===== config.mk =====
export PLATFORM = sky130hd
export DESIGN_NAME = binary_to_ascii_tx_flat
export DESIGN_NICKNAME = d
export VERILOG_FILES = /design/src/rtl/binary_to_ascii_tx_if.sv /design/src/rtl/binary_to_ascii_tx.sv /design/src/flat_wrapper.sv
export SDC_FILE = /design/constraint.sdc
export NUM_CORES = 1
export LEC_CHECK = 0
export ABC_AREA = 1
export ABC_CLOCK_PERIOD_IN_PS = 2000
export BUFFER_PORTS_ARGS = -buffer_cell sky130_fd_sc_hd__buf_2
export CORE_MARGIN = 10
export CORE_UTILIZATION = 50
export CTS_BUF_LIST = sky130_fd_sc_hd__clkbuf_4
export DETAILED_ROUTE_END_ITERATION = 10
export GPL_TIMING_DRIVEN = 0
export MAX_ROUTING_LAYER = met4
export PLACE_DENSITY = 0.69
export SETUP_SLACK_MARGIN = 0.15
export SLEW_MARGIN = 20
export SYNTH_ARGS = -nofsm -noshare
export SYNTH_HDL_FRONTEND = slang
export SYNTH_SLANG_ARGS = --single-unit

===== constraint.sdc =====
create_clock -name clk -period 2 [get_ports clk]
set_clock_uncertainty 0.2 [all_clocks]
set_input_delay 0.4 -clock clk [delete_from_list [all_inputs] [get_ports clk]]
set_output_delay 0.4 -clock clk [all_outputs]
set_load 0.01 [all_outputs]

===== src/rtl/binary_to_ascii_tx_if.sv =====
// rtl/binary_to_ascii_tx_if.sv - start/value request and ASCII character stream bundle
interface binary_to_ascii_tx_if #(
   parameter int DATA_W = 16
);
   logic              start;
   logic [DATA_W-1:0] value;
   logic              busy;
   logic              done;
   logic [7:0]        char_out;
   logic              char_valid;
   logic              char_ready;

   modport slave (
      input  start,
      input  value,
      input  char_ready,
      output busy,
      output done,
      output char_out,
      output char_valid
   );

   modport master (
      output start,
      output value,
      output char_ready,
      input  busy,
      input  done,
      input  char_out,
      input  char_valid
   );
endinterface


===== src/rtl/binary_to_ascii_tx.sv =====
// rtl/binary_to_ascii_tx.sv - binary to decimal ASCII streamer with optional CR/LF
module binary_to_ascii_tx #(
   parameter int DATA_W      = 16,
   parameter int NUM_DIGITS  = 5,
   parameter int APPEND_CRLF = 1
) (
   input logic                  clk,
   input logic                  rst_n,
   binary_to_ascii_tx_if.slave  bus
);

   localparam int BCD_W = 4 * NUM_DIGITS;
   localparam int CNT_W = $clog2(DATA_W + 1);
   localparam int PTR_W = (NUM_DIGITS > 1) ? $clog2(NUM_DIGITS) : 1;

   typedef enum logic [2:0] {
      ST_IDLE,
      ST_CONVERT,
      ST_EMIT,
      ST_CR,
      ST_LF
   } state_t;

   state_t             state_q, state_d;
   logic [DATA_W-1:0]  value_q, value_d;
   logic [BCD_W-1:0]   bcd_q, bcd_d;
   logic [CNT_W-1:0]   cnt_q, cnt_d;
   logic [PTR_W-1:0]   ptr_q, ptr_d;
   logic               done_q, done_d;

   logic [BCD_W-1:0]   bcd_adj;
   logic [PTR_W-1:0]   lead_ptr;
   logic [3:0]         cur_digit;
   logic [7:0]         char_c;
   logic               valid_c;

   // Double-dabble correction: every nibble >= 5 gets +3 before the shift.
   always_comb begin
      bcd_adj = '0;
      for (int i = 0; i < NUM_DIGITS; i++) begin
         if (bcd_q[4*i +: 4] >= 4'd5) begin
            bcd_adj[4*i +: 4] = bcd_q[4*i +: 4] + 4'd3;
         end else begin
            bcd_adj[4*i +: 4] = bcd_q[4*i +: 4];
         end
      end
   end

   // Priority encode of the most-significant nonzero digit; all-zero falls back to digit 0.
   always_comb begin
      lead_ptr = '0;
      for (int i = 0; i < NUM_DIGITS; i++) begin
         if (bcd_q[4*i +: 4] != 4'd0) begin
            lead_ptr = PTR_W'(i);
         end
      end
   end

   // Select the digit currently addressed by the emit pointer.
   always_comb begin
      cur_digit = '0;
      for (int i = 0; i < NUM_DIGITS; i++) begin
         if (ptr_q == PTR_W'(i)) begin
            cur_digit = bcd_q[4*i +: 4];
         end
      end
   end

   // Next-state logic and character presentation.
   always_comb begin
      state_d = state_q;
      value_d = value_q;
      bcd_d   = bcd_q;
      cnt_d   = cnt_q;
      ptr_d   = ptr_q;
      done_d  = 1'b0;
      char_c  = 8'h00;
      valid_c = 1'b0;

      case (state_q)
         ST_IDLE: begin
            if (bus.start) begin
               value_d = bus.value;
               bcd_d   = '0;
               cnt_d   = '0;
               state_d = ST_CONVERT;
            end
         end

         ST_CONVERT: begin
            // DATA_W shift cycles, then one cycle where the final BCD value
            // is stable so the leading-digit encode sees the finished result.
            if (cnt_q == CNT_W'(DATA_W)) begin
               ptr_d   = lead_ptr;
               state_d = ST_EMIT;
            end else begin
               bcd_d   = {bcd_adj[BCD_W-2:0], value_q[DATA_W-1]};
               value_d = value_q << 1;
               cnt_d   = cnt_q + CNT_W'(1);
            end
         end

         ST_EMIT: begin
            char_c  = 8'h30 + {4'h0, cur_digit};
            valid_c = 1'b1;
            if (bus.char_ready) begin
               if (ptr_q == '0) begin
                  if (APPEND_CRLF != 0) begin
                     state_d = ST_CR;
                  end else begin
                     state_d = ST_IDLE;
                     done_d  = 1'b1;
                  end
               end else begin
                  ptr_d = ptr_q - PTR_W'(1);
               end
            end
         end

         ST_CR: begin
            char_c  = 8'h0D;
            valid_c = 1'b1;
            if (bus.char_ready) begin
               state_d = ST_LF;
            end
         end

         ST_LF: begin
            char_c  = 8'h0A;
            valid_c = 1'b1;
            if (bus.char_ready) begin
               state_d = ST_IDLE;
               done_d  = 1'b1;
            end
         end

         default: begin
            state_d = ST_IDLE;
         end
      endcase
   end

   // State and datapath registers; reset aborts any conversion in flight.
   always_ff @(posedge clk or negedge rst_n) begin
      if (!rst_n) begin
         state_q <= ST_IDLE;
         value_q <= '0;
         bcd_q   <= '0;
         cnt_q   <= '0;
         ptr_q   <= '0;
         done_q  <= 1'b0;
      end else begin
         state_q <= state_d;
         value_q <= value_d;
         bcd_q   <= bcd_d;
         cnt_q   <= cnt_d;
         ptr_q   <= ptr_d;
         done_q  <= done_d;
      end
   end

   assign bus.busy       = (state_q != ST_IDLE);
   assign bus.done       = done_q;
   assign bus.char_out   = char_c;
   assign bus.char_valid = valid_c;

endmodule


===== src/flat_wrapper.sv =====
// flat-port wrapper written by rule: the top's interface ports become plain ports
module binary_to_ascii_tx_flat 
#(
   parameter int DATA_W      = 16,
   parameter int NUM_DIGITS  = 5,
   parameter int APPEND_CRLF = 1
)
  (clk, rst_n, bus_start, bus_value, bus_char_ready, bus_busy, bus_done, bus_char_out, bus_char_valid);
  binary_to_ascii_tx_if #(.DATA_W(DATA_W)) bus_i ();
  input logic clk;
  input logic rst_n;
  input wire logic [$bits(bus_i.start)-1:0] bus_start;
  input wire logic [$bits(bus_i.value)-1:0] bus_value;
  input wire logic [$bits(bus_i.char_ready)-1:0] bus_char_ready;
  output wire logic [$bits(bus_i.busy)-1:0] bus_busy;
  output wire logic [$bits(bus_i.done)-1:0] bus_done;
  output wire logic [$bits(bus_i.char_out)-1:0] bus_char_out;
  output wire logic [$bits(bus_i.char_valid)-1:0] bus_char_valid;
  assign bus_i.start = bus_start;
  assign bus_i.value = bus_value;
  assign bus_i.char_ready = bus_char_ready;
  assign bus_busy = bus_i.busy;
  assign bus_done = bus_i.done;
  assign bus_char_out = bus_i.char_out;
  assign bus_char_valid = bus_i.char_valid;
  binary_to_ascii_tx #(.DATA_W(DATA_W), .NUM_DIGITS(NUM_DIGITS), .APPEND_CRLF(APPEND_CRLF)) u_core (.clk(clk), .rst_n(rst_n), .bus(bus_i));
endmodule

==> Yosys cells after proc, flatten, opt, wreduce, memory -nomap -nowiden <==
Index checks and enable logic that the tools add are counted.
{ "op_classes": {"n_addsub": 8, "n_mul": 0, "n_div": 0, "order_cmp": 5, "n_eq_ne": 17, "shifts": 0, "n_mux": 38, "n_bitwise": 0, "n_reduce_logical": 13} }
{ "ops": {"columns": ["operator", "count"], "rows": [
  ["2-to-1 mux 20 bit", 2],
  ["one-hot mux 20 bit (2 select lines)", 1],
  ["2-to-1 mux 4 bit", 9],
  ["2-to-1 mux 3 bit", 11],
  ["2-to-1 mux 16 bit", 2],
  ["one-hot mux 16 bit (2 select lines)", 1],
  ["one-hot mux 8 bit (3 select lines)", 1],
  ["greater-or-equal comparator 4 x 3 -> 1 bit (second input constant)", 5],
  ["adder 4 x 2 -> 4 bit (second input constant)", 4],
  ["nonzero test 4 bit", 4],
  ["one-hot mux 3 bit (5 select lines)", 1],
  ["== test 3 x 2 -> 1 bit (second input constant)", 4],
  ["!= test 2 bit (second input constant)", 6],
  ["2-to-1 mux 5 bit", 2],
  ["one-hot mux 5 bit (2 select lines)", 1],
  ["adder 6 x 4 -> 7 bit (first input constant)", 1],
  ["== test 3 x 1 -> 1 bit (second input constant)", 2],
  ["== test 3 bit (second input constant)", 2],
  ["logical NOT 3 bit", 2],
  ["one-hot mux 3 bit (2 select lines)", 1],
  ["AND reduction 6 bit", 1],
  ["adder 5 x 1 -> 5 bit (second input constant)", 1],
  ["== test 5 bit (second input constant)", 1],
  ["2-to-1 mux 1 bit", 4],
  ["9 further kinds", 12]
]} }
{ "totals": {"register_bits": 48, "latchBits": 0, "ramBits": 0, "rom_bits": 0, "in_bits": 20, "output_inout_bits": 11, "word_cells": 87, "n_memories": 0} }

==> Logic depth before layout (Yosys ltp) <==
{ "depth": {"word_depth": 8, "mapped_depth": 11, "depth_no_buf": 10} }

==> Least setup slack after synthesis <==
No wires, ideal clock.
{ "synth_timing": {"path_type": "register -> output", "startpoint": "reg u_core.ptr_q[0]", "endpoint": "out bus_char_out[0]", "arrival_ps": 1291, "required_time_ps": 1400, "slack_ps": 109, "path_stages_with_launch": 11, "n_path_buf": 0, "path_cell_list": "dfrtp_1 inv_1 ha_1 inv_1 nor2_1 nand3_1 nand3_1 nand2_1 nand2_1 nand2_1 nand2_1"} }
{ "synth_via": {"elab_chain_cells": 8, "elab_cells_between_ends": 12} }
{ "synth_rtl": {"columns": ["item", "line", "rtl"], "rows": [
  ["start: declaration", "binary_to_ascii_tx.sv:28", "logic [PTR_W-1:0] ptr_q, ptr_d;"],
  ["start signal: assignment", "binary_to_ascii_tx.sv:157", "ptr_q <= ptr_d;"],
  ["logical NOT 3 bit", "binary_to_ascii_tx.sv:63", "if (ptr_q == PTR_W'(i)) begin"],
  ["2-to-1 mux 4 bit (4 in a row)", "binary_to_ascii_tx.sv:63", null],
  ["2-to-1 mux 4 bit (*)", "binary_to_ascii_tx.sv:63", null],
  ["adder 6 x 4 -> 7 bit (*)", "binary_to_ascii_tx.sv:104", "char_c = 8'h30 + {4'h0, cur_digit};"],
  ["one-hot mux 8 bit (3 select lines) (*)", "binary_to_ascii_tx.sv:80", "case (state_q)"],
  ["end: declaration", "flat_wrapper.sv:17", "output wire logic [$bits(bus_i.char_out)-1:0] bus_char_out;"]
]} }
Every way passes the cells marked *; elsewhere a longest branch is shown, timed or not.

==> Worst setup path after layout <==
{ "layout_timing": {"startpoint": "reg u_core.ptr_q[0]", "endpoint": "out bus_char_out[3]"} }
The elaborated chain is that of the path after synthesis.

==> results.py <==
metrics = {
    "worst_setup_path": {
        "critPathBufInv": 3,
        "reg2reg_slack_ps": 200,
        "cpPeakStageDelay_ps": 440,
        "r2r-end": "u_core.state_q[0]",
        "endpoint": "bus_char_out[3]",
        "critPathRequiredTime_ps": 1400,
        "cp-start-kind": "register",
        "crit_fanout": 5,
        "critical_path_class": "reg2out",
        "path_delay_family": "simple AND/OR/NAND/NOR gates",
        "r2r-start": "u_core.state_q[2]",
        "arrival_ps": 1830,
        "path_cells": "buf_4 > ha_4 > inv_2 > nor2_4 > nand2_1 > nand3_1 > nand2_1 > nand2_1 > nand2_1 > nand2_1 > buf_2",
        "cp-startpoint": "u_core.ptr_q[0]",
        "endpoint_kind": "output pin",
        "cp_slowest_cell": "dfrtp_1",
        "cp.depth": 11,
        "cpMostUsedCell": "nand2_1",
        "rr_worst_depth": 8,
    },
    "floorplan": {
        "io_pins": 31,
        "coreArea_sq_um": 6030,
        "start_util_pct": 52.3,
        "row_count": 28,
        "dieArea_sq_um": 9870,
        "die_x_um": 99.4,
        "dieHeight_um": 99.4,
    },
    "yosys": {
        "async_flop_share_pct": 100,
        "syn_inst": 462,
        "synth_cell_types": 26,
        "synthTopCellsByCount": "nand2_1, dfrtp_1, inv_1",
        "synth_area_leader_cell": "dfrtp_1",
        "synthXorXnorAreaFrac_pct": 2.78,
        "ys_seq_elements": 48,
        "synthMuxAreaShare_pct": 0,
        "syn_area_sq_um": 3150,
        "synth.most_common_cell": "nand2_1",
        "syn_area_per_cell_sq_um": 6.82,
        "synth_top_area_share_pct": 38.1,
        "synth-seq-area-share_pct": 38.1,
        "synth-simple-area-share_pct": 33.9,
        "synth_compound_area_share_pct": 8.30,
        "synth_top_family_by_area": "simple AND/OR/NAND/NOR gates",
        "ys_warn_count": 0,
        "synth_edf_count": 0,
        "synth_fa_ha_area_share_pct": 6.75,
        "synth.area.top_cells": "dfrtp_1, nand2_1, ha_1",
        "dominantRegCellSynth": "dfrtp_1",
    },
    "drt": {
        "antenna_left": 0,
        "wirelength_mm": 7.91,
        "wire_per_inst_um": 13.2,
        "drc": 0,
        "viasPerCell": 5.03,
        "vias": 3019,
        "dr.pass1.iters": 4,
        "drtIter0Drc": 129,
    },
    "sta": {
        "setup_ws_ps": -427,
        "fmax_mhz": 412,
        "rsz0062_at_grt": "true",
        "min_period_ps": 2430,
        "fin_crit_sh_pct": 121,
        "tightest_slew_ps": 650,
        "slew_headroom_pct": 56.7,
        "setup_viol": 6,
        "report.final.slew_viol_count": 0,
        "hold_violations": 0,
    },
    "clock_tree": {
        "clock_latency_ps": 380,
        "cts.sinks": 48,
        "clkTransAtPathRegs_ps": 150,
        "clockBufferDepth": 2,
        "cts-root-buf": "clkbuf_4",
        "cts_buffers": 5,
        "cts_tree": "yes",
        "cts-htree-levels": 2,
    },
    "power": {
        "netSwitchingPower_mw": 3.21,
        "power_mw": 6.45,
        "swShare_pct": 49.7,
        "peakVddDrop_mv": 1.06,
        "internal-power_mw": 3.24,
        "p_seq_share_pct": 25.8,
        "p_leak_nw": 2.15,
        "power_frac_clock_pct": 7.5,
        "power_frac_comb_pct": 66.7,
        "powerDensity_nw_per_um2": 1670,
    },
    "cells_and_area": {
        "register_area_sq_um": 1200,
        "drive_above_1_share_pct": 21.5,
        "fillers": 536,
        "final_nets": 561,
        "final_area_sq_um": 3850,
        "diodes": 0,
        "synthToLayoutAreaGrowth_pct": 22.3,
        "multi_input_area_sq_um": 1770,
    },
    "job": {
        "drv_cap": 0,
    },
    "min_path": {
        "hold_class": "in2reg",
        "hold-path-cell-count": 3,
    },
    "placed_design": {
        "gp_congestion": 0.899,
        "portBuffers": 28,
        "dp_hpwl_mm": 5.19,
        "post_dp_cell_area_sq_um": 3390,
    },
    "status": {
        "outcome": "finished, violations left",
        "violations": "setup timing",
    },
    "grt": {
        "grt_pass1_wl_mm": 12.6,
        "grt-ovfl-total": 0,
        "grtUsageTotal_pct": 15.7,
        "grt_pass1_vias": 2701,
        "antenna_found_initial": 0,
        "grt_max_degree": 49,
    },
}
## per-stage QoR
stage / util (%) / hold WS [ps] / std cells / setup TNS, ps / setup WS, ps
floorplan: - / -95.6 / 463 / 0 / 169
global placement: 56.3 / 258 / 566 / -425 / -115
detailed placement: 56.3 / 262 / 566 / -563 / -154
CTS: 60.3 / 45.6 / 586 / -1810 / -430
global route: 63.9 / 33.2 / 600 / -2530 / -569
finish: 63.9 / 48.9 / 600 / -1810 / -427
## worst min-delay path by stage
stage,end,startpoint,slack [ps]
after floorplan,u_core.bcd_q[0],rst_n,-100
after global placement,u_core.bcd_q[0],u_core.value_q[15],260
after detailed placement,u_core.bcd_q[0],u_core.value_q[15],260
after CTS,u_core.value_q[0],bus_value[0],50
after global routing,u_core.value_q[0],bus_value[0],30
final,u_core.value_q[0],bus_value[0],50
## power by group through the flow
stage	registers (mW)	clock network, mW	logic (mW)
floorplan	1.59	0	2.53
global placement	1.66	0	3.29
detailed placement	1.67	0	3.36
CTS	1.66	0.487	3.75
global route	1.72	0.524	4.83
finish	1.67	0.481	4.30
## timing repair
action	in CTS	in global routing
endpoints found under the setup margin	11	46
hold buffers	0	1
cloned	0	0
resized for setup	27	41
setup buffers	12	13
endpoints found under the hold margin	0	48
pin swaps	4	9
## routing by layer
layer  up-vias  wire length [um]  track usage (%)
li1       1543                 -                -
met1      1400              3670             20.2
met2        64              3700             24.3
met3        12               375             3.46
met4         0               165             4.52
met5         -                 0                -
## registers in the layout, summed over array words and instances, names as in the netlist
signal,flops
u_core.state_q,3
u_core.cnt_q,5
u_core.bus.done,1
u_core.ptr_q,3
u_core.bcd_q,20
u_core.value_q,16
## logic make-up after synthesis
logic type | count (synthesis)
other | 1
buffers and inverters | 66
AOI/OAI and AO/OA | 52
and+or+nand+nor | 268
DFF | 48
xor gates and xnor gates | 10
adders and majority gates | 17
## worst min-delay path, delay by kind of cell
family / cells / cell delay (ps)
AND/OR/NAND/NOR: 1 / 50
AO/OA/AOI/OAI: 1 / 60
buffers and inverters: 1 / 100
## layout by cell type (no fill, tap or decap), types with 4 or more instances in the layout
cell	count
buf_4	25
nand2_2	9
nand2_4	4
nand2_1	209
nor2_4	4
inv_2	7
dfrtp_1	46
ha_1	15
clkbuf_4	6
a21oi_1	7
inv_1	42
nand3_1	19
buf_6	18
buf_2	23
nor2_1	12
o21ai_1	7
xor2_1	9
o21ai_0	35
## layout make-up
cell class | count | share of cell area [%]
Buffer | 15 | 3.73
Clock buffer | 5 | 0.974
Clock inverter | 3 | 0.487
Inverter | 51 | 5.29
Multi-Input combinational cell | 349 | 45.9
Sequential cell | 48 | 31.2
Tap cell | 75 | 2.44
Timing Repair Buffer | 54 | 9.97
(Power assumes the default switching activity.)
